[config.mk]
export PLATFORM = sky130hd
export DESIGN_NAME = sram_slave_wrapper
export DESIGN_NICKNAME = d
export VERILOG_FILES = /design/src/rtl/axi_slave_pkg.sv /design/src/rtl/sram_slave_wrapper.sv
export SDC_FILE = /design/constraint.sdc
export NUM_CORES = 1
export LEC_CHECK = 0
export ABC_AREA = 1
export CORE_AREA = 2 2 122 124
export CTS_CLUSTER_DIAMETER = 60
export DETAILED_ROUTE_END_ITERATION = 16
export DIE_AREA = 0 0 124 126
export PLACE_DENSITY_LB_ADDON = 0.08
export SLEW_MARGIN = 20
export SYNTH_ARGS = -nofsm -noshare
export SYNTH_HDL_FRONTEND = slang
export SYNTH_SLANG_ARGS = --single-unit
[constraint.sdc]
create_clock -name ACLK -period 3.6 [get_ports ACLK]
set_clock_uncertainty 0.2 [all_clocks]
set_input_delay 0.72 -clock ACLK [delete_from_list [all_inputs] [get_ports ACLK]]
set_output_delay 0.72 -clock ACLK [all_outputs]
set_load 0.005 [all_outputs]
[src/rtl/axi_slave_pkg.sv]
// Shared types and constants for the AXI-to-SRAM slave wrapper.
// AXI field widths live here so that the wrapper and its users agree on them.
package axi_slave_pkg;

    localparam int AXI_IDS_BITS   = 8;
    localparam int AXI_ADDR_BITS  = 32;
    localparam int AXI_DATA_BITS  = 32;
    localparam int AXI_STRB_BITS  = 4;
    localparam int AXI_LEN_BITS   = 4;
    localparam int AXI_SIZE_BITS  = 3;
    localparam int AXI_BURST_BITS = 2;

    localparam int MEM_AW_DEFAULT = 14;

    localparam logic [1:0] RESP_OKAY   = 2'b00;
    localparam logic [1:0] RESP_SLVERR = 2'b10;

    typedef enum logic [2:0] {
        ST_IDLE,
        ST_WR,
        ST_WRESP,
        ST_RD_REQ,
        ST_RD_DATA
    } state_e;

    // Byte strobes to the SRAM's active-low per-bit write mask.
    function automatic logic [AXI_DATA_BITS-1:0] strb_to_bweb(input logic [AXI_STRB_BITS-1:0] strb);
        logic [AXI_DATA_BITS-1:0] bweb;
        bweb = '1;
        for (int i = 0; i < AXI_STRB_BITS; i++) begin
            bweb[8*i +: 8] = {8{~strb[i]}};
        end
        return bweb;
    endfunction

endpackage

[src/rtl/sram_slave_wrapper.sv]
// AXI slave endpoint: serves one INCR burst at a time against a single-port
// synchronous SRAM (active-low CEB/WEB/BWEB, word addressed).
module sram_slave_wrapper
    import axi_slave_pkg::*;
#(
    parameter int ADDR_LSB = 2,
    parameter int MEM_AW   = MEM_AW_DEFAULT
) (
    input  logic                      ACLK,
    input  logic                      ARESETn,

    input  logic [AXI_IDS_BITS-1:0]   S_AWID,
    input  logic [AXI_ADDR_BITS-1:0]  S_AWAddr,
    input  logic [AXI_LEN_BITS-1:0]   S_AWLen,
    input  logic [AXI_SIZE_BITS-1:0]  S_AWSize,
    input  logic [AXI_BURST_BITS-1:0] S_AWBurst,
    input  logic                      S_AWValid,
    output logic                      S_AWReady,

    input  logic [AXI_DATA_BITS-1:0]  S_WData,
    input  logic [AXI_STRB_BITS-1:0]  S_WStrb,
    input  logic                      S_WLast,
    input  logic                      S_WValid,
    output logic                      S_WReady,

    output logic [AXI_IDS_BITS-1:0]   S_BID,
    output logic [1:0]                S_BResp,
    output logic                      S_BValid,
    input  logic                      S_BReady,

    input  logic [AXI_IDS_BITS-1:0]   S_ARID,
    input  logic [AXI_ADDR_BITS-1:0]  S_ARAddr,
    input  logic [AXI_LEN_BITS-1:0]   S_ARLen,
    input  logic [AXI_SIZE_BITS-1:0]  S_ARSize,
    input  logic [AXI_BURST_BITS-1:0] S_ARBurst,
    input  logic                      S_ARValid,
    output logic                      S_ARReady,

    output logic [AXI_IDS_BITS-1:0]   S_RID,
    output logic [AXI_DATA_BITS-1:0]  S_RData,
    output logic [1:0]                S_RResp,
    output logic                      S_RLast,
    output logic                      S_RValid,
    input  logic                      S_RReady,

    output logic                      mem_CEB,
    output logic                      mem_WEB,
    output logic [AXI_DATA_BITS-1:0]  mem_BWEB,
    output logic [MEM_AW-1:0]         mem_A,
    output logic [AXI_DATA_BITS-1:0]  mem_DI,
    input  logic [AXI_DATA_BITS-1:0]  mem_DO
);

    state_e                    state_q, state_d;
    logic [AXI_IDS_BITS-1:0]   id_q,    id_d;
    logic [MEM_AW-1:0]         addr_q,  addr_d;
    logic [AXI_LEN_BITS-1:0]   len_q,   len_d;
    logic [AXI_LEN_BITS-1:0]   cnt_q,   cnt_d;

    logic                      rd_last;

    // Size/burst are ignored (always INCR, 4-byte beats); upper address bits alias.
    logic unused_ok;
    assign unused_ok = ^{S_AWSize, S_AWBurst, S_ARSize, S_ARBurst, S_AWAddr, S_ARAddr};

    assign rd_last = (cnt_q == len_q);

    // NOTE: every signal written below gets a default first, so no path leaves one
    // unassigned and no latch is inferred.
    always_comb begin
        state_d   = state_q;
        id_d      = id_q;
        addr_d    = addr_q;
        len_d     = len_q;
        cnt_d     = cnt_q;

        S_AWReady = 1'b0;
        S_ARReady = 1'b0;
        S_WReady  = 1'b0;
        mem_CEB   = 1'b1;
        mem_WEB   = 1'b1;
        mem_BWEB  = '1;
        mem_A     = '0;
        mem_DI    = '0;

        unique case (state_q)
            ST_IDLE: begin
                S_AWReady = 1'b1;
                S_ARReady = ~S_AWValid;
                if (S_AWValid) begin
                    id_d    = S_AWID;
                    addr_d  = S_AWAddr[ADDR_LSB +: MEM_AW];
                    len_d   = S_AWLen;
                    cnt_d   = '0;
                    state_d = ST_WR;
                end else if (S_ARValid) begin
                    id_d    = S_ARID;
                    addr_d  = S_ARAddr[ADDR_LSB +: MEM_AW];
                    len_d   = S_ARLen;
                    cnt_d   = '0;
                    state_d = ST_RD_REQ;
                end
            end
            ST_WR: begin
                S_WReady = 1'b1;
                if (S_WValid) begin
                    mem_CEB  = 1'b0;
                    mem_WEB  = 1'b0;
                    mem_A    = addr_q;
                    mem_DI   = S_WData;
                    mem_BWEB = strb_to_bweb(S_WStrb);
                    addr_d   = addr_q + MEM_AW'(1);
                    cnt_d    = cnt_q + AXI_LEN_BITS'(1);
                    // WLast alone closes the burst, whatever the beat count says.
                    if (S_WLast) state_d = ST_WRESP;
                end
            end
            ST_WRESP: begin
                if (S_BReady) state_d = ST_IDLE;
            end
            ST_RD_REQ: begin
                mem_CEB = 1'b0;
                mem_A   = addr_q;
                state_d = ST_RD_DATA;
            end
            ST_RD_DATA: begin
                // SRAM holds mem_DO while CEB stays high, so RData is stable here.
                if (S_RReady) begin
                    if (rd_last) begin
                        state_d = ST_IDLE;
                    end else begin
                        addr_d  = addr_q + MEM_AW'(1);
                        cnt_d   = cnt_q + AXI_LEN_BITS'(1);
                        state_d = ST_RD_REQ;
                    end
                end
            end
            default: state_d = ST_IDLE;
        endcase

        // Readies must read 0 while reset is held, even though IDLE advertises them.
        if (!ARESETn) begin
            S_AWReady = 1'b0;
            S_ARReady = 1'b0;
            S_WReady  = 1'b0;
        end
    end

    assign S_BValid = (state_q == ST_WRESP);
    assign S_BID    = id_q;
    assign S_BResp  = RESP_OKAY;

    assign S_RValid = (state_q == ST_RD_DATA);
    assign S_RID    = id_q;
    assign S_RData  = S_RValid ? mem_DO : '0;
    assign S_RResp  = RESP_OKAY;
    assign S_RLast  = S_RValid & rd_last;

    // NOTE: sequential state uses non-blocking assignments so every flop samples
    // pre-edge values regardless of block ordering.
    always_ff @(posedge ACLK or negedge ARESETn) begin
        if (!ARESETn) begin
            state_q <= ST_IDLE;
            id_q    <= '0;
            addr_q  <= '0;
            len_q   <= '0;
            cnt_q   <= '0;
        end else begin
            state_q <= state_d;
            id_q    <= id_d;
            addr_q  <= addr_d;
            len_q   <= len_d;
            cnt_q   <= cnt_d;
        end
    end

endmodule

==> impl_metrics.env <==
export IMPL_status="finished, final reports clean"
export IMPL_ys_seq_elements=33
export IMPL_yosys_area_top_type="dfrtp_1"
export IMPL_avgSynthCellArea_sq_um=5.846
export IMPL_place_port_buffers=261
export IMPL_p_int_w=0.001865
export IMPL_cts_tree="done"
export IMPL_rsz0062_at_grt="false"
export IMPL_vias=3991
export IMPL_clockPowerShare_pct=12.3
export IMPL_ir_drop_mv=0.2514
export IMPL_ys_top_cells_by_area="dfrtp_1 (25%), nand2_1 (22%), nor2_1 (12%)"
export IMPL_synthAdderAreaFrac_pct=0.7657
export IMPL_die_w_um=124
export IMPL_ioPinCount=312
export IMPL_antenna_found_initial=0
export IMPL_place_ws_ps=185.4
export IMPL_avgViaCountPerCell=4.162
export IMPL_grt_util_met2_pct=31.03
export IMPL_synth_compound_area_share_pct=7.810
export IMPL_cts_sinks=33
export IMPL_p_switching_w=0.001488
export IMPL_synthXorXnorAreaFrac_pct=1.340
export IMPL_nFillCells=1506
export IMPL_fin_crit_sh_pct=93.15
export IMPL_initialDrtViolationCount=135
export IMPL_critPathKind="input port to output port"
export IMPL_grt_pass1_vias=4057
export IMPL_clk_latency_ps=280
export IMPL_grt_max_degree=38
export IMPL_synth_edf_count=0
export IMPL_drv_slew=0
export IMPL_synth_commonest_cells="nand2_1 (188), nor2_1 (105), inv_1 (66), buf_4 (41), dfrtp_1 (33)"
export IMPL_num_antenna_cells=0
export IMPL_drtPass1Iterations=4
export IMPL_seqPwrFrac_pct=21.9
export IMPL_netlist_area_leader_share_pct=25.27
export IMPL_crit_required_ps=2680
export IMPL_clock_path_buffers=2
export IMPL_async_flop_share_pct=100.0
export IMPL_min_path_type="register to register"
export IMPL_row_count=44
export IMPL_fin_nets=950
export IMPL_layout_min_cycle_time_ps=3353
export IMPL_antenna_left=0
export IMPL_track_usage_pct=16.64
export IMPL_start_util_pct=22.83
export IMPL_cts_setup_buffers=0
export IMPL_combPwrFrac_pct=65.8
export IMPL_synthMuxAreaShare_pct=0.3063
export IMPL_cts_buffers=5
export IMPL_grtUsageMet1_pct=18.99
export IMPL_p_leak_nw=2.717
export IMPL_htree_levels=2
export IMPL_drive_gt1_share_pct=5.548
export IMPL_synth_cells=559
export IMPL_area_delta_synth_final_pct=80.90
export IMPL_yosysMostFrequentCell="nand2_1"
export IMPL_synthFlopType="dfrtp_1"
export IMPL_place_congestion=0.8326
export IMPL_detailed_place_hpwl_um=10670
export IMPL_fp_dieH_um=126
export IMPL_finalSetupViolations=0
export IMPL_fin_ws_ps=246.7
export IMPL_worstPathMaxFanout=8
export IMPL_synth_cell_types=34
export IMPL_postCtsHoldBufs=0
export IMPL_syn_area_sq_um=3268
export IMPL_grt_pass1_wl_um=20540
export IMPL_p_sw_share_pct=44.38
export IMPL_seq_area_frac_synth_pct=25.27
export IMPL_clock_fmax_mhz=298.2
export IMPL_hold_viol=0
export IMPL_area_sequential_sq_um=825.8
export IMPL_yosysWarnings=0
export IMPL_cts_resized=0
export IMPL_path_clk_slew_ps=50
export IMPL_top_usage_layer="met2"
export IMPL_arrival_ps=2430
export IMPL_coreArea_sq_um=14310
export IMPL_wl_per_cell_um=13.74
export IMPL_maxCapViolations=0
export IMPL_multi_input_area_sq_um=1774
export IMPL_pwr_density_cell_nw_per_um2=567.1
export IMPL_tns_ps=0
export IMPL_gr_total_overflow=0
export IMPL_startpoint_type="input port"
export IMPL_use_met3_pct=3.804
export IMPL_cts_root_buf="clkbuf_16"
export IMPL_synth_top_family_by_area="simple AND/OR/NAND/NOR gates"
export IMPL_routed_wl_um=13170
export IMPL_drc_errors=0
export IMPL_die_area_sq_um=15620
export IMPL_critPathCaptureType="output port"
export IMPL_yosys_area_share_simple_pct=43.61
[routing by layer]
layer,part of all wire [%],vias up
li1,-,2064
met1,40,1776
met2,52,145
met4,0.77,0
met5,0,-
met3,7.5,6
[sequential cells by signal (all words and copies together) (netlist names)]
signal and cells:
state_q 3, addr_q 14, cnt_q 4, len_q 4, S_BID 8
[worst paths after layout]
path	from	end	slack, ps	depth (start not counted)
worst min-delay path	addr_q[13]$_DFFE_PN0P_	addr_q[13]$_DFFE_PN0P_	320	2
worst max-delay path	S_WValid	mem_BWEB[12]	250	5
min in group asynchronous	ARESETn	addr_q[2]$_DFFE_PN0P_	340	2
worst min register to register	addr_q[13]$_DFFE_PN0P_	addr_q[13]$_DFFE_PN0P_	320	2
worst max register to register	state_q[0]$_DFFE_PN0P_	addr_q[7]$_DFFE_PN0P_	1200	9
max in group asynchronous	ARESETn	state_q[2]$_DFFE_PN0P_	2510	2
[power groups by stage]
stage               logic (W)  registers, W  clock network, W
finish                0.00221      0.000735          0.000412
global route          0.00249      0.000763          0.000438
CTS                   0.00225      0.000735          0.000424
detailed placement    0.00223      0.000737                 0
global placement      0.00222      0.000733                 0
floorplan             0.00136      0.000686                 0
[area by class of cell]
class	count	share of cell area, %
multi-input combinational	395	30.01
tap	184	3.894
inverter	70	4.444
timing repair buffer	269	45.33
clock buffer	6	2.180
clock inverter	2	0.1693
sequential	33	13.97
[metrics by stage]
step                      utilization (%)  total power, W  std cells  hold WS (ps)  instance area, sq um
final                               41.30        0.003353        959         322.3                  5912
after global routing                41.30        0.003692        959         334.5                  5912
after CTS                           41.30        0.003405        959         320.9                  5912
after detailed placement            40.33        0.002969        951         308.9                  5773
after global placement              40.33        0.002955        951         285.7                  5773
after floorplan                         -        0.002044        562         224.4                  3279
[critical path, stage by stage]
cell and delay [ps]:
clkdlybuf4s50_1 560, inv_1 80, nor2_1 290, nand2_1 260
clkdlybuf4s50_1 520
[placed cells by master, fill, tap and decap left out, types with 2 or more instances in the layout]
master,n
o21a_1,8
o211ai_1,5
buf_4,7
nand2_2,2
o21ai_0,18
nand3_1,19
inv_1,66
nor2_1,105
or2_2,13
o31ai_1,2
conb_1,4
ha_1,2
nand2_8,2
inv_2,4
xor2_1,4
nor2_2,2
clkbuf_16,5
clkinv_2,2
o21ai_1,6
nand4_1,5
dfrtp_1,33
clkdlybuf4s50_1,260
nand2_1,188
[cell families after synthesis]
group | count (synthesis)
multiplexers | 1
AND/OR/NAND/NOR | 341
flip-flops | 33
XOR/XNOR | 5
AO/OA/AOI/OAI | 42
buffers and inverters | 134
other | 1
adder cells (fa/ha/maj) | 2
Power figures use the tool's default switching activity.
